## config.mk

```make
export PLATFORM = sky130hd
export DESIGN_NAME = boot_loader_arbiter
export DESIGN_NICKNAME = d
export VERILOG_FILES = /design/src/rtl/boot_loader_arbiter.sv
export SDC_FILE = /design/constraint.sdc
export NUM_CORES = 1
export LEC_CHECK = 0
export ABC_AREA = 1
export BUFFER_PORTS_ARGS = -buffer_cell sky130_fd_sc_hd__buf_2
export CAP_MARGIN = 10
export CORE_ASPECT_RATIO = 0.6
export CORE_MARGIN = 4
export CORE_UTILIZATION = 30
export DETAILED_ROUTE_END_ITERATION = 12
export GPL_TIMING_DRIVEN = 0
export PLACE_DENSITY = 0.67
export SLEW_MARGIN = 25
export SYNTH_ARGS = -nofsm -noshare
export SYNTH_HDL_FRONTEND = slang
export SYNTH_SLANG_ARGS = --single-unit
```

## constraint.sdc

```tcl
create_clock -name clock -period 4.5 [get_ports clock]
set_input_delay 0.45 -clock clock [delete_from_list [all_inputs] [get_ports clock]]
set_output_delay 0.45 -clock clock [all_outputs]
set_load 0.02 [all_outputs]
```

## src/rtl/boot_loader_arbiter.sv

```systemverilog
// Bootloader and memory-port arbiter: streams a program image into the CPU memory,
// holds the CPU in reset through a settle window, then hands the memory port to it.
module boot_loader_arbiter #(
    parameter int DATA_W      = 16,
    parameter int ADDR_W      = 8,
    parameter int BASE_ADDR   = 0,
    parameter int HOLD_CYCLES = 7
) (
    input  logic              clock,
    input  logic              reset,
    input  logic              start,
    input  logic [ADDR_W:0]   load_count,
    input  logic              s_valid,
    input  logic [DATA_W-1:0] s_data,
    output logic              s_ready,
    input  logic [ADDR_W-1:0] cpu_addr,
    input  logic [DATA_W-1:0] cpu_wdata,
    input  logic              cpu_we,
    input  logic              cpu_re,
    output logic [ADDR_W-1:0] mem_addr,
    output logic [DATA_W-1:0] mem_din,
    output logic              mem_we,
    output logic              mem_re,
    output logic              cpu_reset,
    output logic              busy,
    output logic              done,
    output logic              error
);

    typedef enum logic [1:0] {IDLE, LOAD, HOLD, RUN} state_t;

    localparam int HOLD_W = (HOLD_CYCLES > 1) ? $clog2(HOLD_CYCLES + 1) : 1;
    localparam logic [ADDR_W+1:0] MAX_COUNT = (ADDR_W+2)'((1 << ADDR_W) - BASE_ADDR);

    state_t              r_state;
    logic [ADDR_W-1:0]   r_ptr;
    logic [ADDR_W:0]     r_remaining;
    logic [HOLD_W-1:0]   r_hold_cnt;
    logic                r_error;

    state_t              w_state_nxt;
    logic [ADDR_W-1:0]   w_ptr_nxt;
    logic [ADDR_W:0]     w_remaining_nxt;
    logic [HOLD_W-1:0]   w_hold_cnt_nxt;
    logic                w_error_nxt;
    logic                w_accept;
    logic                w_count_legal;

    assign w_accept      = s_valid && s_ready;
    assign w_count_legal = ({1'b0, load_count} <= MAX_COUNT);

    always_ff @(posedge clock) begin
        if (!reset) begin
            r_state     <= IDLE;
            r_ptr       <= ADDR_W'(BASE_ADDR);
            r_remaining <= '0;
            r_hold_cnt  <= '0;
            r_error     <= 1'b0;
        end else begin
            r_state     <= w_state_nxt;
            r_ptr       <= w_ptr_nxt;
            r_remaining <= w_remaining_nxt;
            r_hold_cnt  <= w_hold_cnt_nxt;
            r_error     <= w_error_nxt;
        end
    end

    always_comb begin
        w_state_nxt     = r_state;
        w_ptr_nxt       = r_ptr;
        w_remaining_nxt = r_remaining;
        w_hold_cnt_nxt  = r_hold_cnt;
        w_error_nxt     = r_error;
        case (r_state)
            // IDLE and RUN share the start handling; an oversized image only flags error
            IDLE, RUN: begin
                if (start) begin
                    if (!w_count_legal) begin
                        w_error_nxt = 1'b1;
                    end else if (load_count == '0) begin
                        w_state_nxt    = HOLD;
                        w_hold_cnt_nxt = HOLD_W'(HOLD_CYCLES);
                    end else begin
                        w_state_nxt     = LOAD;
                        w_remaining_nxt = load_count;
                        w_ptr_nxt       = ADDR_W'(BASE_ADDR);
                    end
                end
            end
            LOAD: begin
                if (w_accept) begin
                    w_ptr_nxt       = r_ptr + 1'b1;
                    w_remaining_nxt = r_remaining - 1'b1;
                    if (r_remaining == (ADDR_W+1)'(1)) begin
                        w_state_nxt    = HOLD;
                        w_hold_cnt_nxt = HOLD_W'(HOLD_CYCLES);
                    end
                end
            end
            HOLD: begin
                w_hold_cnt_nxt = r_hold_cnt - 1'b1;
                if (r_hold_cnt == HOLD_W'(1)) begin
                    w_state_nxt = RUN;
                end
            end
            default: w_state_nxt = IDLE;
        endcase
    end

    always_comb begin
        s_ready   = 1'b0;
        mem_addr  = r_ptr;
        mem_din   = s_data;
        mem_we    = 1'b0;
        mem_re    = 1'b0;
        cpu_reset = 1'b1;
        busy      = 1'b0;
        done      = 1'b0;
        case (r_state)
            LOAD: begin
                s_ready = 1'b1;
                mem_we  = s_valid;
                busy    = 1'b1;
            end
            HOLD: begin
                busy = 1'b1;
            end
            RUN: begin
                cpu_reset = 1'b0;
                done      = 1'b1;
                mem_addr  = cpu_addr;
                mem_din   = cpu_wdata;
                mem_we    = cpu_we;
                mem_re    = cpu_re;
            end
            default: ;
        endcase
        // Reset forces safe outputs immediately, before the state register clears
        if (!reset) begin
            s_ready   = 1'b0;
            mem_we    = 1'b0;
            mem_re    = 1'b0;
            cpu_reset = 1'b1;
            busy      = 1'b0;
            done      = 1'b0;
        end
    end

    assign error = r_error;

endmodule
```

== After elaboration in Yosys (flattened, before gate mapping) ==
Cells that the tools add are included.

* Register bits after elaboration: 23
* Input port bits: 55
* Output and inout bits: 31
* Word-level logic and storage cells: 69

* Add/sub/neg operators: 3
* Order comparisons: 1
* Equality and inequality tests: 12
* Muxes and demuxes: 37
* Bitwise logic cells: 1
* Reductions and logical operators: 10

{| class="wikitable"
|+ Operators with widths
! kind !! number
|-
| 8-bit 2-to-1 mux || 5
|-
| 9-bit 2-to-1 mux || 4
|-
| 9-bit one-hot mux with 2 select lines || 1
|-
| 16-bit 2-to-1 mux || 1
|-
| 8-bit one-hot mux with 2 select lines || 1
|-
| 3-bit 2-to-1 mux || 5
|-
| 5-bit AND reduction || 3
|-
| 2-bit inequality test (second input constant) || 7
|-
| 2-bit 2-to-1 mux || 6
|-
| 1-bit 2-to-1 mux || 11
|-
| 9-bit by 1-bit == test with 1-bit output (second input constant) || 1
|-
| 9-bit less-or-equal comparator (second input constant) || 1
|-
| 9-bit zero test || 1
|-
| 3-bit one-hot mux with 3 select lines || 1
|-
| 9-bit by 1-bit subtractor with 9-bit output (second input constant) || 1
|-
| 8-bit by 1-bit adder with 8-bit output (second input constant) || 1
|-
| 2-bit one-hot mux with 3 select lines || 1
|-
| 2-bit == test (second input constant) || 2
|-
| 2-bit OR reduction || 2
|-
| 3-bit by 1-bit == test with 1-bit output (second input constant) || 1
|-
| 3-bit AND reduction || 1
|-
| 3-bit by 1-bit subtractor with 3-bit output (second input constant) || 1
|-
| 2-bit by 1-bit == test with 1-bit output (second input constant) || 1
|-
| 2-bit zero test || 1
|-
| other kinds (4) || 4
|}

== Depth between registers and ports, before layout ==
Gate-level depths: netlist of run 1.

* Depth after elaboration: 6
* Gate-level depth with buffers: 11
* Depth with buffers taken out: 11

== Worst setup path before layout of run 1 ==
Ideal clock, no wire load.

* Path type: reg2out
* Start point: reg r_state[1]
* End point: out mem_we
* Arrival: 1.425 ns
* Required time: 4.050 ns
* Setup slack: 2.625 ns
* Stages on the path, launching flop included: 6
* Buffers on the path: 1
* Cells stage by stage: dfxtp_1 -> inv_1 -> ha_1 -> clkbuf_1 -> nand2_1 -> o21ai_0

* Cells in the longest elaborated chain, start to end: 3
* Elaborated cells between the ends (all ways): 4
* Those cells by class: eq/ne: 2; mux: 2

{| class="wikitable"
|+ Ends and longest elaborated chain
! element !! line !! RTL
|-
| from (decl) || 35 || <nowiki>state_t r_state;</nowiki>
|-
| from (signal assigned) || 60 || <nowiki>r_state <= w_state_nxt;</nowiki>
|-
| 2-bit == test or 2-bit by 1-bit == test with 1-bit output (tied branches) || 119 || <nowiki>case (r_state)</nowiki>
|-
| 1-bit one-hot mux with 2 select lines (*) || 119 ||
|-
| 1-bit 2-to-1 mux (*) || 139 || <nowiki>if (!reset) begin</nowiki>
|-
| to (decl) || 22 || <nowiki>output logic mem_we,</nowiki>
|}

Mark *: on every way between the ends. The rest lies on a longest branch, timed or not.

== Final worst setup path of run 1 ==
* Start point: reg r_state[1]
* End point: out mem_din[12]

* Cells in the longest elaborated chain, start to end: 2

{| class="wikitable"
|+ Ends and longest elaborated chain
! element !! line !! RTL
|-
| 2-bit == test || 119 ||
|-
| 16-bit 2-to-1 mux || 119 ||
|-
| to (decl) || 21 || <nowiki>output logic [DATA_W-1:0] mem_din,</nowiki>
|}

No other way between the ends.

==> impl_metrics.env, run 1 <==
export IMPL_status="completed"
export IMPL_final_common_cell="nand2_1"
export IMPL_vdd_ir_drop_worst_uv=184
export IMPL_antennaDiodeCount=0
export IMPL_synth_area_per_cell_um2=5.61
export IMPL_tns_ns=0
export IMPL_grt_pass1_wl_mm=9.24
export IMPL_hpwlAfterDp_mm=4.65
export IMPL_initialDrtViolationCount=173
export IMPL_cts_sinks=23
export IMPL_root_buffer="clkbuf_8"
export IMPL_yosysTopAreaCell="nand2_1"
export IMPL_fin_skew_ns=0.00670
export IMPL_dr_pass1_iters=5
export IMPL_final_core_util_pct=42.0
export IMPL_die_w_um=110
export IMPL_drtAntennaViolNets=0
export IMPL_coreArea_um2=5810
export IMPL_synth_seq_cells=23
export IMPL_yosysSeqAreaShare_pct=24.6
export IMPL_rsz0062_at_grt="no"
export IMPL_clock_latency_ns=0.27
export IMPL_vias_per_cell=4.43
export IMPL_drc=0
export IMPL_grt_use_total_pct=14.9
export IMPL_num_vias=2221
export IMPL_synth_cell_types=25
export IMPL_finalCriticalPeriod_ns=2.37
export IMPL_postCtsResizedCells=0
export IMPL_synth_top_cell_area_share_pct=29.1
export IMPL_initial_core_util_pct=32.2
export IMPL_p_leak_nw=1.36
export IMPL_postCtsHoldBufs=0
export IMPL_yosys_top_cells_area="nand2_1, dfxtp_1, inv_1"
export IMPL_cts_tree="done"
export IMPL_antenna_found_initial=0
export IMPL_grt_max_degree=15
export IMPL_cts_max_level=1
export IMPL_first_global_vias=1900
export IMPL_hold_viol_final=0
export IMPL_cts_buffers=3
export IMPL_criticalPathCategory="flip-flop to output port"
export IMPL_die_h_um=69.1
export IMPL_slew_headroom_pct=65.4
export IMPL_hold_class="input port to flip-flop"
export IMPL_crit_path_end_kind="output port"
export IMPL_place_port_buffers=84
export IMPL_cts_path_max_buffers=2
export IMPL_worstSetupStartpointType="flip-flop"
export IMPL_overflow=0
export IMPL_fmax_ghz=0.423
export IMPL_rows=21
export IMPL_slowest_delay_ns=0.39
export IMPL_gp_congestion=0.912
export IMPL_syn_nets=396
export IMPL_layout_drive_gt1_share_pct=24.5
export IMPL_finalMaxSlewViolations=0
export IMPL_arrival_ns=1.92
export IMPL_layout_common_cells="nand2_1, buf_2, inv_1, nor2_1, nand3_1"
export IMPL_post_cts_buffers=0
export IMPL_finalSetupViolCount=0
export IMPL_maxCapViolations=0
export IMPL_critPathRequiredTime_ns=4.05
export IMPL_path_clk_slew_ns=0.09
export IMPL_crit_slowest_cell="dfxtp_1"
export IMPL_synth_cells=333
export IMPL_syn_area_um2=1870
export IMPL_fin_nets=485
export IMPL_post_route_period_util_pct=52.6
export IMPL_drt_wl_total_mm=5.71
export IMPL_areaGrowthSynthToFinish_pct=30.5
export IMPL_crit_path_cell_trace="ha_1, clkbuf_1, clkbuf_1, nand2_1, nand2_1, buf_2"
export IMPL_detail_route_wl_per_cell_um=11.4
export IMPL_ys_warn_count=0
export IMPL_dieArea_um2=7600
export IMPL_top_level_ports=86
export IMPL_tightest_slew_ns=0.519
export IMPL_fillCellCount=650
export IMPL_worst_path_max_fanout=10
export IMPL_power_density_nw_per_um2=454
stage by stage:
step / instances / cell area, um2 / hold WS (ns) / setup WS, ns / total power [W]
floorplan: 333 / 1870 / 0.447 / 2.63 / 0.000793
global placement: 497 / 2390 / 0.442 / 2.45 / 0.000953
detailed placement: 497 / 2390 / 0.453 / 2.39 / 0.000968
CTS: 501 / 2440 / 0.448 / 2.08 / 0.00111
global route: 501 / 2440 / 0.465 / 1.91 / 0.00122
finish: 501 / 2440 / 0.450 / 2.13 / 0.00111
cell families (layout without fill, tap and decap cells):
logic type,after synthesis,after routing,share of synthesized area [%]
adders and majority gates,8,8,5.35
buffers and inverters,50,138,11.2
and+or+nand+nor,220,220,49.4
xor gates and xnor gates,2,2,0.937
AOI/OAI and AO/OA,30,30,8.43
DFF,23,23,24.6
path summary, 6_finish.rpt:
kind	slack (ns)	cells after the start	from	endpoint
setup / recovery	2.13	6	r_state[1]$_SDFFE_PN0P_	mem_din[12]
hold / removal	0.45	3	start	error$_SDFFE_PN0P_
setup reg to reg	2.78	9	r_state[0]$_SDFFE_PN0P_	r_remaining[6]$_SDFFE_PN0P_
hold reg to reg	0.46	2	error$_SDFFE_PN0P_	error$_SDFFE_PN0P_
Yosys cell counts, drive strengths merged:
| cell | number |
|---|---|
| nor3b | 2 |
| clkbuf | 8 |
| a21oi | 13 |
| nand3 | 27 |
| buf | 5 |
| clkinv | 1 |
| nand2 | 148 |
| o21ai | 17 |
| nand4 | 4 |
| ha | 8 |
| dfxtp | 23 |
| nor3 | 2 |
| nor2 | 36 |
| xor2 | 2 |
| nand3b | 1 |
| inv | 36 |
registers in the layout (all words and copies together) (netlist names):
signal,flops
r_remaining,9
r_ptr,8
r_hold_cnt,3
r_state,2
error,1
metal layers:
metal | global-route usage (%) | wire [um] | vias up
met5 | 0 | 0 | -
li1 | - | - | 1203
met2 | 22.4 | 2540 | 53
met3 | 3.08 | 373 | 2
met4 | 1.66 | 14 | 0
met1 | 22.3 | 2780 | 963
worst max-delay path, delay by kind of cell (launching register included):
family	cells	cell delay (ns)
fa+ha+maj	1	0.22
simple gates	2	0.20
buf+inv	3	0.84
flops	1	0.39
power breakdown:
part	total [W]	leakage (nW)	internal, W	switching [W]
Clock	0.000138	0.0217	0.0000628	0.0000749
Sequential	0.000292	0.187	0.000253	0.0000394
Combinational	0.000678	1.15	0.000229	0.000448
Total	0.00111	1.36	0.000545	0.000562
area by class of cell:
class	count	area, um2	share of cell area (%)
multi-input combinational	260	1200	49.2
timing repair buffer	84	420	17.2
tap	80	100	4.10
clock inverter	1	7.51	0.308
buffer	13	71.3	2.92
clock buffer	3	41.3	1.69
inverter	37	139	5.70
sequential	23	460	18.9
No activity file was read; power rests on OpenSTA's default activity.
==> run 2, diff against run 1 <==
PLACE_DENSITY = 0.69   (was 0.67)
clock period = 1.9 ns   (was 4.5 ns; I/O delays follow)
==> run 2 against run 1 <==
Against the previous run: final cell count did not move; critical endpoint is now mem_din[15]; clock power rose by 130%; global-route usage rose by 0.16 points; sequential cell count did not move; sequential power rose by 140%; worst hold slack got worse by 0.25 ns; sequential share of layout area fell by 0.16 points; combinational power rose by 140%; clock skew fell by 0.0010 ns.
==> impl_metrics.env, run 2 (same netlist as run 1, synthesis figures left out) <==
export IMPL_cts_tree="done"
export IMPL_rows=21
export IMPL_crit_start="r_state[0]$_SDFFE_PN0P_"
export IMPL_top_regs="r_remaining: 9 flops, r_ptr: 8 flops, r_hold_cnt: 3 flops"
export IMPL_num_vias=2258
export IMPL_drtAntennaViolNets=0
export IMPL_worst_path_max_fanout=10
export IMPL_finalMaxSlewViolations=0
export IMPL_wl_met3_um=473
export IMPL_hpwlAfterDp_mm=4.67
export IMPL_die_h_um=69.1
export IMPL_antennaDiodeCount=0
export IMPL_vias_per_cell=4.51
export IMPL_coreArea_um2=5810
export IMPL_wl_met2_mm=2.47
export IMPL_top_register="r_remaining"
export IMPL_finalCriticalPeriod_ns=1.73
export IMPL_power_density_nw_per_um2=1070
export IMPL_postCtsResizedCells=4
export IMPL_cts_path_max_buffers=2
export IMPL_top_level_ports=86
export IMPL_postCtsHoldBufs=0
export IMPL_post_cts_buffers=0
export IMPL_highest_layer="met4"
export IMPL_final_common_cell="nand2_1"
export IMPL_final_core_util_pct=42.5
export IMPL_hold_viol_final=0
export IMPL_tns_ns=0
export IMPL_clock_latency_ns=0.27
export IMPL_worstSetupStartpointType="flip-flop"
export IMPL_largest_reg_flops=9
export IMPL_post_route_period_util_pct=90.9
export IMPL_layout_common_cells="nand2_1, buf_2, inv_1, nor2_1, nand3_1"
export IMPL_initial_core_util_pct=32.2
export IMPL_total_power_w=0.00264
export IMPL_gp_congestion=0.843
export IMPL_arrival_ns=1.54
export IMPL_tightest_slew_ns=0.556
export IMPL_fmax_ghz=0.579
export IMPL_p_leak_nw=1.38
export IMPL_layout_drive_gt1_share_pct=26.6
export IMPL_hold_class="input port to flip-flop"
export IMPL_grt_max_degree=13
export IMPL_antenna_found_initial=0
export IMPL_finalSetupViolCount=0
export IMPL_root_buffer="clkbuf_8"
export IMPL_fillCellCount=644
export IMPL_place_port_buffers=84
export IMPL_fin_skew_ns=0.00566
export IMPL_initialDrtViolationCount=203
export IMPL_critPathRequiredTime_ns=1.71
export IMPL_overflow=0
export IMPL_drt_wl_total_mm=5.65
export IMPL_fin_hold_ws_ns=0.203
export IMPL_maxCapViolations=0
export IMPL_cts_buffers=3
export IMPL_areaGrowthSynthToFinish_pct=31.9
export IMPL_first_global_vias=2025
export IMPL_hold_start="start"
export IMPL_die_w_um=110
export IMPL_criticalPathCategory="flip-flop to output port"
export IMPL_crit_path_end_kind="output port"
export IMPL_vdd_ir_drop_worst_uv=508
export IMPL_r2r_start="r_state[0]$_SDFFE_PN0P_"
export IMPL_cts_max_level=1
export IMPL_rsz0062_at_grt="no"
export IMPL_status="completed"
export IMPL_fin_nets=485
export IMPL_drc=0
export IMPL_cts_sinks=23
export IMPL_grt_pass1_wl_mm=9.54
export IMPL_detail_route_wl_per_cell_um=11.3
export IMPL_grt_use_total_pct=15.1
export IMPL_slew_headroom_pct=63.0
export IMPL_path_clk_slew_ns=0.09
export IMPL_dieArea_um2=7600
export IMPL_drt_met1_wl_mm=2.69
export IMPL_dr_pass1_iters=4
[run 2: report_power, final]
part           internal [W]  switching (W)
Combinational      0.000562        0.00108
Sequential         0.000600      0.0000937
Clock              0.000150       0.000164
[run 2: worst paths after layout]
kind	cells past startpoint	endpoint	slack, ns
worst min-delay path	3	error$_SDFFE_PN0P_	0.20
worst max register to register	10	r_ptr[1]$_SDFFE_PN0P_	0.18
worst min register to register	2	error$_SDFFE_PN0P_	0.45
worst max-delay path	6	mem_din[15]	0.17
[run 2: final cells by class]
type	instances	area, um2	area share [%]
well taps	80	100	4.06
inverters	37	139	5.63
clock buffers	4	45.0	1.83
repair buffers	84	420	17.0
multi-input cells	260	1210	49.1
flip-flops and latches	23	462	18.7
plain buffers	13	88.8	3.60
[run 2: worst max-delay path, cell delays in order, from the launching register on]
cell and delay [ns]:
dfxtp_1 0.38, ha_2 0.22, clkbuf_4 0.19, clkbuf_4 0.20, nand2_1 0.06, nand2_1 0.06, buf_2 0.16
[run 2: per-stage QoR]
stage,cell area [um2],setup slack [ns],cells
finish,2470,0.173,501
global route,2470,0.00608,501
CTS,2440,0.0658,501
detailed placement,2390,0.115,497
global placement,2390,0.129,497
floorplan,1870,0.285,333
[run 2: metal layers]
metal	track usage (%)	vias up
met2	23.6	74
met1	21.8	977
met5	0	-
li1	-	1205
met3	3.45	2
met4	1.11	0
==> run 3, diff against run 2 <==
ABC_AREA = unset   (was 1)
PLACE_DENSITY = 0.71   (was 0.69)
==> run 3 against run 2 <==
Against the previous run: the run now ends with setup timing left; synthesized area fell by 8.0%; register-to-register slack got worse by 0.33 ns; sequential power rose by 13%; routed wire length rose by 2.1%; final area rose by 1.8%; critical path type is now flip-flop to flip-flop; largest cell class unchanged; largest power group unchanged.
==> impl_metrics.env, run 3 <==
export IMPL_status="finished with violations"
export IMPL_violations="setup timing"
export IMPL_largest_reg_flops=9
export IMPL_yosysTopAreaCell="dfxtp_1"
export IMPL_total_power_w=0.00371
export IMPL_vdd_ir_drop_worst_uv=874
export IMPL_tns_ns=-1.68
export IMPL_coreArea_um2=5570
export IMPL_cts_path_max_buffers=2
export IMPL_synthTopCellsByCount="mux2_2, nand2_1, dfxtp_1"
export IMPL_fin_cells=381
export IMPL_seq_area_um2=468
export IMPL_top_usage_layer="met2"
export IMPL_grt_use_total_pct=16.0
export IMPL_arrival_ns=2.21
export IMPL_critPathRequiredTime_ns=2.06
export IMPL_yosysSeqAreaShare_pct=26.8
export IMPL_drtAntennaViolNets=0
export IMPL_final_area_um2=2510
export IMPL_first_global_vias=1840
export IMPL_top_register="r_remaining"
export IMPL_drt_wl_total_mm=5.77
export IMPL_finalSetupViolCount=19
export IMPL_antennaDiodeCount=0
export IMPL_fin_ws_ns=-0.148
export IMPL_p_int_w=0.00204
export IMPL_power_density_nw_per_um2=1480
export IMPL_fin_skew_ns=0.00377
export IMPL_initial_core_util_pct=30.9
export IMPL_root_buffer="clkbuf_8"
export IMPL_layout_common_cells="buf_2, mux2_2, nand2_1, dfxtp_1, inv_1"
export IMPL_finalMaxSlewViolations=0
export IMPL_initialDrtViolationCount=95
export IMPL_swShare_pct=45.1
export IMPL_p_sw_w=0.00168
export IMPL_synth_area_per_cell_um2=8.27
export IMPL_die_w_um=106
export IMPL_slew_headroom_pct=46.0
export IMPL_path_clk_slew_ns=0.08
export IMPL_layout_drive_gt1_share_pct=53.5
export IMPL_clkPwrFrac_pct=8.5
export IMPL_tightest_slew_ns=0.803
export IMPL_grt_max_degree=13
export IMPL_rsz0062_at_grt="yes"
export IMPL_dr_pass1_iters=4
export IMPL_areaGrowthSynthToFinish_pct=46.0
export IMPL_final_core_util_pct=45.1
export IMPL_synth_cell_types=41
export IMPL_cts_tree="done"
export IMPL_final_common_cell="buf_2"
export IMPL_crit_buf_inv=2
export IMPL_num_vias=1942
export IMPL_hold_class="input port to flip-flop"
export IMPL_synth_top_flop_cell="dfxtp_1"
export IMPL_synth_top_cell_area_share_pct=26.8
export IMPL_syn_area_um2=1720
export IMPL_top_level_ports=86
export IMPL_hpwlAfterDp_mm=4.41
export IMPL_crit_path_cell_trace="inv_2, ha_4, nor2b_4, or3_4, or3_4, buf_8, o211ai_1, o21ai_1"
export IMPL_synth_seq_cells=23
export IMPL_cts_buffers=3
export IMPL_die_h_um=66.7
export IMPL_clock_latency_ns=0.27
export IMPL_cts_max_level=1
export IMPL_place_inst=373
export IMPL_crit_path_end_kind="flip-flop"
export IMPL_synth_cells=208
export IMPL_synthArstFlopShare_pct=0
export IMPL_criticalPathCategory="flip-flop to flip-flop"
export IMPL_cts_sinks=23
export IMPL_ys_warn_count=0
export IMPL_placed_area_um2=2280
export IMPL_grt_use_met1_pct=21.8
export IMPL_worst_path_max_fanout=10
export IMPL_combPwrFrac_pct=70.5
export IMPL_finalCriticalPeriod_ns=2.05
export IMPL_overflow=0
export IMPL_use_met3_pct=5.23
export IMPL_path_common_cell="or3_4"
export IMPL_vias_per_cell=5.10
export IMPL_gp_congestion=0.848
export IMPL_synth_edf_count=0
export IMPL_grt_pass1_wl_mm=8.99
export IMPL_drc=0
export IMPL_fmax_ghz=0.488
export IMPL_pwr_share_seq_pct=21.0
export IMPL_grtUsageMet2_pct=24.7
export IMPL_dieArea_um2=7050
export IMPL_antenna_found_initial=0
export IMPL_multiInputGateArea_um2=1250
export IMPL_yosys_top_cells_area="dfxtp_1, mux2_2, ha_1"
export IMPL_slowest_delay_ns=0.38
export IMPL_syn_nets=271
export IMPL_crit_slowest_cell="or3_4"
export IMPL_top_regs="r_remaining: 9 flops, r_ptr: 8 flops, r_hold_cnt: 3 flops"
export IMPL_detail_route_wl_per_cell_um=15.1
export IMPL_post_route_period_util_pct=108
export IMPL_worstSetupStartpointType="flip-flop"
export IMPL_cp_top_family="simple AND/OR/NAND/NOR gates"
export IMPL_fin_nets=365
export IMPL_maxCapViolations=0
export IMPL_hold_viol_final=0
export IMPL_rows=21
export IMPL_place_port_buffers=85
export IMPL_fillCellCount=566
export IMPL_p_leak_nw=1.09
run 3: power by group through the flow:
stage / Combinational [W] / Clock (W) / Sequential [W]
finish: 0.00262 / 0.000315 / 0.000780
global route: 0.00283 / 0.000352 / 0.000802
CTS: 0.00246 / 0.000322 / 0.000769
detailed placement: 0.00205 / 0 / 0.000774
global placement: 0.00201 / 0 / 0.000774
floorplan: 0.00157 / 0 / 0.000749
run 3: final timing paths:
check / start / cells past startpoint / endpoint / slack, ns
worst max-delay path: r_state[0]$_SDFFE_PN0P_ / 8 / r_remaining[6]$_SDFFE_PN0P_ / -0.15
worst min-delay path: start / 3 / error$_SDFFE_PN0P_ / 0.20
worst max register to register: r_state[0]$_SDFFE_PN0P_ / 8 / r_remaining[6]$_SDFFE_PN0P_ / -0.15
worst min register to register: r_remaining[7]$_SDFFE_PN0P_ / 2 / r_remaining[7]$_SDFFE_PN0P_ / 0.48
run 3: timing repair:
| item | 4_1_cts | 5_1_grt |
|---|---|---|
| gates cloned | 1 | 0 |
| pin swaps | 5 | 2 |
| hold buffers | 0 | 0 |
| buffers inserted | 4 | 0 |
| endpoints found under the setup margin | 44 | 44 |
| gates resized for setup | 21 | 17 |
run 3: logic make-up (layout without fill, tap and decap cells):
family                     after synthesis  in the layout  share of synthesized area [%]
adders and majority gates                8              8                           5.82
DFF                                     23             23                           26.8
and+or+nand+nor                         71             71                           22.0
muxes                                   25             25                           16.4
AOI/OAI and AO/OA                       54             54                           22.3
buffers and inverters                   27            120                           6.76
run 3: through the flow:
step / worst slack, ns / hold slack, ns
after detailed placement: -0.256 / 0.465
after global placement: -0.226 / 0.453
after CTS: -0.141 / 0.201
final: -0.148 / 0.199
after floorplan: -0.0455 / 0.331
after global routing: -0.201 / 0.210
run 3: cell type report:
class	instances	share of cell area, %
Inverter	15	2.24
Sequential cell	23	18.6
Buffer	11	3.64
Multi-Input combinational cell	158	49.8
Timing Repair Buffer	90	19.9
Clock buffer	4	1.79
Tap cell	80	3.99
run 3: worst reg2reg max path, stage by stage (launching register included):
cell and delay (ns):
dfxtp_4 0.37, inv_2 0.04, ha_4 0.22, nor2b_4 0.13, or3_4 0.36, or3_4 0.38
buf_8 0.17, o211ai_1 0.18, o21ai_1 0.09
run 3: layer usage:
metal	vias up	part of all wire (%)	wire length (um)
met5	-	0	0
met4	0	0.92	53
met3	11	10	593
met2	102	43	2480
met1	882	46	2640
li1	947	-	-
